[config.mk]
export PLATFORM = sky130hd
export DESIGN_NAME = mem_access_ctrl
export DESIGN_NICKNAME = d
export VERILOG_FILES = /design/src/rtl/mem_access_ctrl.sv
export SDC_FILE = /design/constraint.sdc
export NUM_CORES = 1
export LEC_CHECK = 0
export CAP_MARGIN = 20
export CORE_UTILIZATION = 36
export CTS_BUF_LIST = sky130_fd_sc_hd__clkbuf_4 sky130_fd_sc_hd__clkbuf_8 sky130_fd_sc_hd__clkbuf_16
export CTS_CLUSTER_DIAMETER = 50
export CTS_CLUSTER_SIZE = 14
export DETAILED_ROUTE_END_ITERATION = 8
export GPL_TIMING_DRIVEN = 0
export PLACE_DENSITY = 0.87
export SYNTH_ARGS = -nofsm -noshare
export SYNTH_HDL_FRONTEND = slang
export SYNTH_SLANG_ARGS = --single-unit
[constraint.sdc]
create_clock -name clk -period 2.17 [get_ports clk]
set_clock_uncertainty 0.15 [all_clocks]
set_input_delay 0.3255 -clock clk [delete_from_list [all_inputs] [get_ports clk]]
set_output_delay 0.3255 -clock clk [all_outputs]
set_load 0.01 [all_outputs]
[src/rtl/mem_access_ctrl.sv]
// MEM-stage controller: runs one single-word bus load/store per EX/MEM entry,
// flags misaligned accesses, and stalls the pipeline until the transfer is done.
module mem_access_ctrl #(
  parameter int WORD_ADDR_W = 30,
  parameter int WORD_DATA_W = 32,
  parameter int REG_ADDR_W  = 5,
  parameter int MEM_OP_W    = 2,
  parameter int CTRL_OP_W   = 2,
  parameter int EXP_W       = 3
) (
  input  logic                   clk,
  input  logic                   reset,
  input  logic                   stall,
  input  logic                   flush,
  input  logic [WORD_ADDR_W-1:0] ex_pc,
  input  logic                   ex_en,
  input  logic                   ex_br_flag,
  input  logic [MEM_OP_W-1:0]    ex_mem_op,
  input  logic [WORD_DATA_W-1:0] ex_mem_wr_data,
  input  logic [CTRL_OP_W-1:0]   ex_ctrl_op,
  input  logic [REG_ADDR_W-1:0]  ex_dst_addr,
  input  logic                   ex_gpr_we_,
  input  logic [EXP_W-1:0]       ex_exp_code,
  input  logic [WORD_DATA_W-1:0] ex_out,
  output logic                   bus_req,
  input  logic                   bus_grnt,
  output logic                   bus_as,
  output logic                   bus_rw,
  output logic [WORD_ADDR_W-1:0] bus_addr,
  output logic [WORD_DATA_W-1:0] bus_wr_data,
  input  logic [WORD_DATA_W-1:0] bus_rd_data,
  input  logic                   bus_rdy,
  output logic                   busy,
  output logic [WORD_ADDR_W-1:0] mem_pc,
  output logic                   mem_en,
  output logic                   mem_br_flag,
  output logic [CTRL_OP_W-1:0]   mem_ctrl_op,
  output logic [REG_ADDR_W-1:0]  mem_dst_addr,
  output logic                   mem_gpr_we_,
  output logic [EXP_W-1:0]       mem_exp_code,
  output logic [WORD_DATA_W-1:0] mem_out
);

  localparam logic [MEM_OP_W-1:0] OP_LDW         = MEM_OP_W'(1);
  localparam logic [MEM_OP_W-1:0] OP_STW         = MEM_OP_W'(2);
  localparam logic [EXP_W-1:0]    EXP_MISS_ALIGN = EXP_W'(4);

  typedef enum logic [1:0] {IDLE, REQ, ACCESS, HOLD} state_t;

  state_t                 state_q, state_d;
  logic                   as_q, as_d;
  logic                   done_q, done_d;
  logic                   flushed_q, flushed_d;
  logic [WORD_DATA_W-1:0] rd_buf_q, rd_buf_d;

  logic [WORD_ADDR_W-1:0] mem_pc_q, mem_pc_d;
  logic                   mem_en_q, mem_en_d;
  logic                   mem_br_flag_q, mem_br_flag_d;
  logic [CTRL_OP_W-1:0]   mem_ctrl_op_q, mem_ctrl_op_d;
  logic [REG_ADDR_W-1:0]  mem_dst_addr_q, mem_dst_addr_d;
  logic                   mem_gpr_we_q, mem_gpr_we_d;
  logic [EXP_W-1:0]       mem_exp_code_q, mem_exp_code_d;
  logic [WORD_DATA_W-1:0] mem_out_q, mem_out_d;

  logic is_mem_op, no_exp, aligned, access, miss;
  logic busy_c, bus_req_c, bus_drive, rdy_done, rd_latch, wb_en, kill;
  logic [WORD_DATA_W-1:0] load_data;

  assign is_mem_op = ex_en & ((ex_mem_op == OP_LDW) | (ex_mem_op == OP_STW));
  assign no_exp    = (ex_exp_code == '0);
  assign aligned   = (ex_out[1:0] == 2'b00);
  assign access    = is_mem_op & no_exp & aligned & ~flush;
  assign miss      = is_mem_op & no_exp & ~aligned;

  always_comb begin
    state_d   = state_q;
    as_d      = 1'b0;
    flushed_d = flushed_q;
    busy_c    = 1'b0;
    bus_req_c = 1'b0;
    bus_drive = 1'b0;
    rdy_done  = 1'b0;
    rd_latch  = 1'b0;
    case (state_q)
      IDLE: begin
        flushed_d = 1'b0;
        if (access && !done_q) begin
          busy_c  = 1'b1;
          state_d = REQ;
        end
      end
      REQ: begin
        bus_drive = 1'b1;
        // A flush before grant simply withdraws the request.
        if (flush) begin
          state_d = IDLE;
        end else begin
          busy_c    = 1'b1;
          bus_req_c = 1'b1;
          if (bus_grnt) begin
            state_d = ACCESS;
            as_d    = 1'b1;
          end
        end
      end
      ACCESS: begin
        bus_drive = 1'b1;
        bus_req_c = 1'b1;
        if (flush) flushed_d = 1'b1;
        if (bus_rdy) begin
          rdy_done  = 1'b1;
          rd_latch  = ~(flush | flushed_q);
          flushed_d = 1'b0;
          state_d   = (stall && !(flush || flushed_q)) ? HOLD : IDLE;
        end else begin
          busy_c = 1'b1;
        end
      end
      HOLD: begin
        if (!stall) state_d = IDLE;
      end
      default: state_d = IDLE;
    endcase
  end

  // A flush seen at any point during the transfer turns its result into a bubble.
  assign kill      = flush | ((state_q == ACCESS) & flushed_q);
  assign wb_en     = ~stall & ~busy_c;
  assign load_data = (state_q == ACCESS) ? bus_rd_data : rd_buf_q;
  assign rd_buf_d  = rd_latch ? bus_rd_data : rd_buf_q;
  assign done_d    = wb_en ? 1'b0 : (rdy_done ? 1'b1 : done_q);

  always_comb begin
    mem_pc_d       = '0;
    mem_en_d       = 1'b0;
    mem_br_flag_d  = 1'b0;
    mem_ctrl_op_d  = '0;
    mem_dst_addr_d = '0;
    mem_gpr_we_d   = 1'b1;
    mem_exp_code_d = '0;
    mem_out_d      = '0;
    if (!kill) begin
      if (miss) begin
        mem_pc_d       = ex_pc;
        mem_en_d       = ex_en;
        mem_br_flag_d  = ex_br_flag;
        mem_exp_code_d = EXP_MISS_ALIGN;
      end else begin
        mem_pc_d       = ex_pc;
        mem_en_d       = ex_en;
        mem_br_flag_d  = ex_br_flag;
        mem_ctrl_op_d  = ex_ctrl_op;
        mem_dst_addr_d = ex_dst_addr;
        mem_gpr_we_d   = ex_gpr_we_;
        mem_exp_code_d = ex_exp_code;
        mem_out_d      = (ex_mem_op == OP_LDW) ? load_data : ex_out;
      end
    end
  end

  always_ff @(posedge clk) begin
    if (reset) begin
      state_q        <= IDLE;
      as_q           <= 1'b0;
      done_q         <= 1'b0;
      flushed_q      <= 1'b0;
      rd_buf_q       <= '0;
      mem_pc_q       <= '0;
      mem_en_q       <= 1'b0;
      mem_br_flag_q  <= 1'b0;
      mem_ctrl_op_q  <= '0;
      mem_dst_addr_q <= '0;
      mem_gpr_we_q   <= 1'b1;
      mem_exp_code_q <= '0;
      mem_out_q      <= '0;
    end else begin
      state_q   <= state_d;
      as_q      <= as_d;
      done_q    <= done_d;
      flushed_q <= flushed_d;
      rd_buf_q  <= rd_buf_d;
      if (wb_en) begin
        mem_pc_q       <= mem_pc_d;
        mem_en_q       <= mem_en_d;
        mem_br_flag_q  <= mem_br_flag_d;
        mem_ctrl_op_q  <= mem_ctrl_op_d;
        mem_dst_addr_q <= mem_dst_addr_d;
        mem_gpr_we_q   <= mem_gpr_we_d;
        mem_exp_code_q <= mem_exp_code_d;
        mem_out_q      <= mem_out_d;
      end
    end
  end

  assign busy        = busy_c & ~reset;
  assign bus_req     = bus_req_c;
  assign bus_as      = as_q;
  assign bus_rw      = bus_drive & (ex_mem_op == OP_LDW);
  assign bus_addr    = bus_drive ? ex_out[WORD_DATA_W-1:2] : '0;
  assign bus_wr_data = bus_drive ? ex_mem_wr_data : '0;

  assign mem_pc       = mem_pc_q;
  assign mem_en       = mem_en_q;
  assign mem_br_flag  = mem_br_flag_q;
  assign mem_ctrl_op  = mem_ctrl_op_q;
  assign mem_dst_addr = mem_dst_addr_q;
  assign mem_gpr_we_  = mem_gpr_we_q;
  assign mem_exp_code = mem_exp_code_q;
  assign mem_out      = mem_out_q;

endmodule

==> results.py, run 1 <==
metrics = {
    "final_layout": {
        "antenna_cells": 0,
        "layout_commonest_cell": "clkdlybuf4s50_1",
        "final_cell_area_mm2": 0.00905,
        "drive_above_1_share": 0.149,
        "nets": 1120,
        "fin_cells": 1156,
        "most-common-layout-cells": "217 x clkdlybuf4s50_1, 214 x nand2_1, 110 x dfxtp_1, 107 x mux2i_1, 52 x and2_1",
        "syn_to_final_growth_pct": 63.2,
    },
    "drt": {
        "post-route-drc-count": 0,
        "antenna_left": 0,
        "first_pass_iters": 6,
        "via_count": 5657,
        "first_iter_violations": 301,
        "wl_per_cell_um": 16.1,
        "via_per_inst": 4.89,
        "routed_wl_um": 18600,
    },
    "timing": {
        "fmax_ghz": 0.463,
        "setup_violations": 0,
        "whs_ns": 0.235,
        "post-route-period-util": 0.995,
        "slew_violations": 0,
        "worstMarginPinSlew_ns": 0.591,
        "period_minus_slack_ns": 2.16,
        "setup_tns_ns": 0,
        "slew_headroom": 0.606,
        "timing.final.hold_violations": 0,
        "grt_setup_unrepaired": "true",
    },
    "die": {
        "die-area_mm2": 0.0159,
        "io_pins": 288,
        "initial_utilization": 0.376,
        "die_w_um": 126,
        "fp.dieH_um": 126,
        "num_rows": 44,
        "core-area_mm2": 0.0148,
    },
    "clock_tree": {
        "hold_buffers": 0,
        "clock_path_buffers": 2,
        "cts_tree": "yes",
        "insertion_delay_ns": 0.35,
        "htree_levels": 3,
        "clock-root-buffer": "clkbuf_16",
        "clock_sinks": 112,
        "cts_buffers": 9,
        "path_clk_slew_ns": 0.07,
    },
    "logic_synthesis": {
        "synth_area_mm2": 0.00555,
        "syn-instance-count": 660,
        "ys_seq_elements": 112,
        "synth.net_count": 813,
        "synth.distinct_cells": 37,
        "synth_edf_count": 0,
        "syn_area_per_cell_um2": 8.40,
        "ys_seq_area_frac": 0.404,
        "yosys_warnings": 0,
        "async_flop_share": 0,
        "synthFlopType": "dfxtp_1",
    },
    "global_routing": {
        "grtUsageTotal": 0.234,
        "grt_pass1_wl_um": 28900,
        "grt_overflow": 0,
        "grt_pass1_vias": 5566,
        "grt_antenna_before_repair": 1,
        "grt_max_degree": 18,
    },
    "power": {
        "vdd_drop_max_uv": 356,
        "total_power_w": 0.00514,
        "leakage_nw": 3.57,
        "power_density_mw_per_mm2": 569,
    },
    "place": {
        "port_buffers": 287,
        "dpl_cell_area_mm2": 0.00865,
        "dp_cells": 1131,
        "gp_congestion": 0.795,
        "place.detailed.hpwl_um": 14400,
    },
    "status": {
        "status": "finished clean",
    },
    "min_path": {
        "hold_path.class": "in -> reg",
        "worstHoldStart": "ex_exp_code[1]",
    },
    "worst_setup_path": {
        "r2r_start": "state_q[0]",
        "worstSetupPathType": "in -> out",
        "critPathArrivalTime_ns": 1.68,
        "ff2ff_setup_slack_ns": 0.14,
        "crit_required_ns": 1.69,
        "endpoint_kind": "output pin",
        "crit_fanout": 2,
        "critPathLaunch": "ex_mem_op[1]",
        "start_kind": "input port",
    },
    "run": {
        "maxCapViolCount": 0,
    },
}
==> report_power, final <==
group          internal [W]  leakage [nW]  switching, W
Clock              0.000940         0.149      0.000775
Combinational      0.000731          2.51      0.000549
Sequential          0.00212         0.911     0.0000337
Total               0.00379          3.57       0.00136
==> cells in the mapped netlist (2+ instances only) <==
cell type / instances / area share
mux2i_1: 107 / 0.19
buf_4: 3 / 0.0041
buf_2: 5 / 0.0045
nor2_1: 6 / 0.0041
o21ai_0: 2 / 0.0018
a21oi_1: 35 / 0.032
buf_8: 4 / 0.011
ha_1: 6 / 0.014
and2_1: 63 / 0.071
nand2_1: 215 / 0.15
inv_1: 6 / 0.0041
clkbuf_1: 38 / 0.026
nor2b_1: 2 / 0.0023
nand3_1: 2 / 0.0018
o211ai_1: 33 / 0.045
dfxtp_1: 112 / 0.40
==> final timing paths <==
check	to	depth (start not counted)
setup / recovery	busy	8
hold / removal	mem_exp_code[1]	3
setup reg to reg	mem_pc[11]	8
hold reg to reg	rd_buf_q[28]	2
==> cell type report <==
cell class	instances	area (um^2)
inverters	6	30.0
plain buffers	49	389
clock buffers	11	246
clock inverters	5	56.3
multi-input cells	490	3110
repair buffers	299	2740
well taps	184	230
flip-flops and latches	112	2250
fillers	1321	5710
==> logic make-up after synthesis <==
group                      synth area share
AOI/OAI and AO/OA                    0.0966
adders and majority gates            0.0135
buffers and inverters                0.0519
DFF                                   0.404
muxes                                 0.193
and+or+nand+nor                       0.241
==> flip-flops by register name, summed over array words and instances (netlist names) <==
name and flops:
mem_br_flag 1, mem_exp_code 3, done_q 1, mem_dst_addr 5, mem_gpr_we_ 1, bus_as 1
mem_en 1, mem_ctrl_op 2, mem_out 32, mem_pc 30, flushed_q 1, rd_buf_q 32
state_q 2
==> worst max-delay path, cell delays in order <==
cell     delay, ns
buf_6         0.09
inv_4         0.04
ha_4          0.19
or4b_4        0.52
nor2_4        0.11
a31oi_1       0.07
nor3_1        0.15
buf_2         0.18
==> layer usage <==
metal | track usage | vias to the layer above | wire [um]
li1 | - | 2803 | -
met1 | 0.263 | 2607 | 7420
met2 | 0.438 | 220 | 9700
met3 | 0.0463 | 27 | 1110
met4 | 0.0765 | 0 | 403
met5 | 0 | - | 0
==> per-stage QoR <==
step / util / setup slack, ns
6_report: 0.613 / 0.00995
4_1_cts: 0.621 / -0.145
3_5_place_dp: 0.586 / -0.999
2_1_floorplan: - / 0.0285
3_3_place_gp: 0.586 / -0.974
5_1_grt: 0.613 / -0.150
==> what timing repair did <==
action,4_1_cts,5_1_grt
gates resized for setup,237,85
setup buffers,11,0
gates cloned,1,0
setup endpoints to repair,143,90
pin swaps,8,3
(Power assumes the default switching activity.)
==> inputs of run 2 (changes only) <==
--- a/config.mk
+++ b/config.mk
@@ -6,13 +6,15 @@
 export NUM_CORES = 1
 export LEC_CHECK = 0
 export CAP_MARGIN = 20
-export CORE_UTILIZATION = 36
+export CELL_PAD_IN_SITES_DETAIL_PLACEMENT = 0
+export CELL_PAD_IN_SITES_GLOBAL_PLACEMENT = 1
+export CORE_UTILIZATION = 25
 export CTS_BUF_LIST = sky130_fd_sc_hd__clkbuf_4 sky130_fd_sc_hd__clkbuf_8 sky130_fd_sc_hd__clkbuf_16
 export CTS_CLUSTER_DIAMETER = 50
 export CTS_CLUSTER_SIZE = 14
 export DETAILED_ROUTE_END_ITERATION = 8
 export GPL_TIMING_DRIVEN = 0
-export PLACE_DENSITY = 0.87
+export PLACE_DENSITY = 0.86
 export SYNTH_ARGS = -nofsm -noshare
 export SYNTH_HDL_FRONTEND = slang
 export SYNTH_SLANG_ARGS = --single-unit
==> constraint.sdc (replaced) <==
create_clock -name clk -period 1.8 [get_ports clk]
set_clock_uncertainty 0.15 [all_clocks]
set_input_delay 0.27 -clock clk [delete_from_list [all_inputs] [get_ports clk]]
set_output_delay 0.27 -clock clk [all_outputs]
set_load 0.01 [all_outputs]
==> run 2 against run 1 <==
Compared with the run above:
- the flow now finishes with violations (setup timing)
- cell count up 10%
- sequential share of layout area is 2.9 points lower
- clock-buffer cell count grew 1
- combinational power increased by 59%
- sequential power is 21% higher
- die area is 43% higher
- final area is 13% higher
==> results.py, run 2 (same netlist as run 1, synthesis figures left out) <==
metrics = {
    "clock_tree": {
        "cts_tree": "yes",
        "insertion_delay_ns": 0.36,
        "clock_sinks": 112,
        "path_clk_slew_ns": 0.08,
        "htree_levels": 3,
        "clock_path_buffers": 2,
        "clock-root-buffer": "clkbuf_16",
        "cts_buffers": 9,
    },
    "worst_setup_path": {
        "crit_required_ns": 1.38,
        "crit_fanout": 2,
        "r2r_start": "state_q[1]",
        "max_stage_delay_ns": 0.54,
        "worstSetupPathType": "in -> out",
        "r2r_end": "mem_out[19]",
        "slowest_stage": "or4b_4",
        "ff2ff_setup_slack_ns": -0.28,
        "reg2regPathDepth": 10,
        "critPathArrivalTime_ns": 1.70,
        "start_kind": "input port",
        "endpoint_kind": "output pin",
        "cp_cell_sequence": "buf_8 > inv_12 > ha_4 > or4b_4 > nor2_4 > a31oi_2 > nor3_2 > buf_2",
    },
    "die": {
        "core-area_mm2": 0.0218,
        "die_w_um": 151,
        "die-area_mm2": 0.0228,
        "io_pins": 288,
        "fp.dieH_um": 151,
        "num_rows": 54,
        "initial_utilization": 0.255,
    },
    "drt": {
        "routed_wl_um": 21800,
        "wl_per_cell_um": 17.1,
        "via_per_inst": 4.56,
        "first_iter_violations": 193,
        "via_count": 5822,
        "post-route-drc-count": 0,
        "first_pass_iters": 4,
        "antenna_left": 0,
    },
    "timing": {
        "timing.final.hold_violations": 0,
        "period_minus_slack_ns": 2.12,
        "slew_violations": 0,
        "layout_setup_ws_ns": -0.320,
        "post-route-period-util": 1.18,
        "worstMarginPinSlew_ns": 0.599,
        "fmax_ghz": 0.472,
        "slew_headroom": 0.601,
        "setup_violations": 143,
        "whs_ns": 0.159,
        "grt_setup_unrepaired": "true",
        "setup_tns_ns": -31.37,
    },
    "power": {
        "total_power_w": 0.00670,
        "p_clk_frac": 0.309,
        "p_sw_frac": 0.273,
        "vdd_drop_max_uv": 372,
        "leakage_nw": 4.00,
        "power_density_mw_per_mm2": 654,
        "p_comb_frac": 0.303,
        "internal_power_w": 0.00487,
        "p_seq_frac": 0.388,
        "switchingPower_w": 0.00183,
    },
    "final_layout": {
        "postLayoutCoreUtil": 0.470,
        "final_cell_area_mm2": 0.0102,
        "nets": 1145,
        "syn_to_final_growth_pct": 84.5,
        "antenna_cells": 0,
        "drive_above_1_share": 0.247,
        "layout_commonest_cell": "clkdlybuf4s50_1",
        "most-common-layout-cells": "216 x clkdlybuf4s50_1, 215 x nand2_1, 110 x dfxtp_1, 106 x mux2i_1, 71 x buf_6",
    },
    "min_path": {
        "worstHoldStart": "ex_exp_code[0]",
        "hold_path.class": "in -> reg",
        "holdPathStages": 3,
        "min_to": "mem_exp_code[0]",
    },
    "status": {
        "status": "complete, but fails checks",
        "violations": "setup timing",
    },
    "global_routing": {
        "grt_pass1_wl_um": 31600,
        "grt_pass1_vias": 5784,
        "grt_max_degree": 19,
        "grt_overflow": 0,
        "grtUsageTotal": 0.186,
        "grt_antenna_before_repair": 0,
    },
    "run": {
        "maxCapViolCount": 0,
    },
    "place": {
        "port_buffers": 287,
        "gp_congestion": 0.761,
        "dpl_cell_area_mm2": 0.00882,
        "place.detailed.hpwl_um": 15600,
    },
}
[run 2: cell count changes in the layout (fill, tap and decap cells not counted), moves of 3 or more]
cell,delta
clkbuf_4,+4
clkbuf_16,+7
clkbuf_2,-22
buf_12,+8
buf_6,+57
and2_4,+52
and2_1,-52
buf_2,-25
buf_4,+3
buf_8,+8
clkbuf_1,-14
[run 2: power groups by stage]
| stage | registers (W) | clock network [W] | logic [W] |
|---|---|---|---|
| 4_1_cts | 0.00259 | 0.00214 | 0.00182 |
| 2_1_floorplan | 0.00268 | 0 | 0.000552 |
| 5_1_grt | 0.00261 | 0.00224 | 0.00216 |
| 6_report | 0.00260 | 0.00207 | 0.00203 |
| 3_3_place_gp | 0.00265 | 0 | 0.00147 |
| 3_5_place_dp | 0.00265 | 0 | 0.00148 |
[run 2: worst max path at each step]
stage / from / to / slack (ns) / cells after the start
global placement: ex_mem_op[1] / bus_rw / -1.45 / 7
global route: ex_mem_op[1] / busy / -0.38 / 8
floorplan: ex_mem_op[1] / mem_out[10] / -0.18 / 8
finish: ex_mem_op[1] / busy / -0.32 / 8
CTS: ex_mem_op[1] / busy / -0.31 / 8
detailed placement: ex_mem_op[1] / bus_rw / -1.44 / 7
[run 2: final cells by class]
class / instances / area, um^2
Fill cell: 2101 / 11500
Timing Repair Buffer: 327 / 3530
Multi-Input combinational cell: 490 / 3270
Sequential cell: 112 / 2250
Buffer: 46 / 484
Tap cell: 280 / 350
Clock buffer: 12 / 267
Inverter: 6 / 40.0
Clock inverter: 4 / 35.0
[run 2: metrics by stage]
stage / setup WS (ns) / std cells
4_1_cts: -0.311 / 1270
2_1_floorplan: -0.177 / 660
6_report: -0.320 / 1277
3_5_place_dp: -1.44 / 1227
5_1_grt: -0.376 / 1277
3_3_place_gp: -1.45 / 1227
[run 2: timing repair]
item                                    in CTS  in global routing
gates cloned                                 9                  5
pin swaps                                   11                  6
setup buffers                               20                 10
hold buffers                                 0                  0
endpoints found under the setup margin     175                173
gates resized for setup                    434                113
hold endpoints to repair                     0                  0
[run 2: layer usage]
| layer | vias to the layer above | GRT usage | routed length [um] |
|---|---|---|---|
| met5 | - | 0 | 0 |
| met4 | 0 | 0.0690 | 484 |
| met3 | 25 | 0.0380 | 1540 |
| met2 | 220 | 0.345 | 11300 |
| met1 | 2720 | 0.207 | 8520 |
| li1 | 2857 | - | - |
[run 2: critical path: cells and delay by family]
family	cells	cell delay [ns]
buf+inv	3	0.32
fa+ha+maj	1	0.19
simple gates	3	0.80
compound gates	1	0.10
==> inputs of run 3 (changes only) <==
--- a/config.mk
+++ b/config.mk
@@ -5,7 +5,6 @@
 export SDC_FILE = /design/constraint.sdc
 export NUM_CORES = 1
 export LEC_CHECK = 0
-export CAP_MARGIN = 20
 export CELL_PAD_IN_SITES_DETAIL_PLACEMENT = 0
 export CELL_PAD_IN_SITES_GLOBAL_PLACEMENT = 1
 export CORE_UTILIZATION = 25
==> results of run 3 <==
Final layout, timing and power as in run 2 (identical DEF).
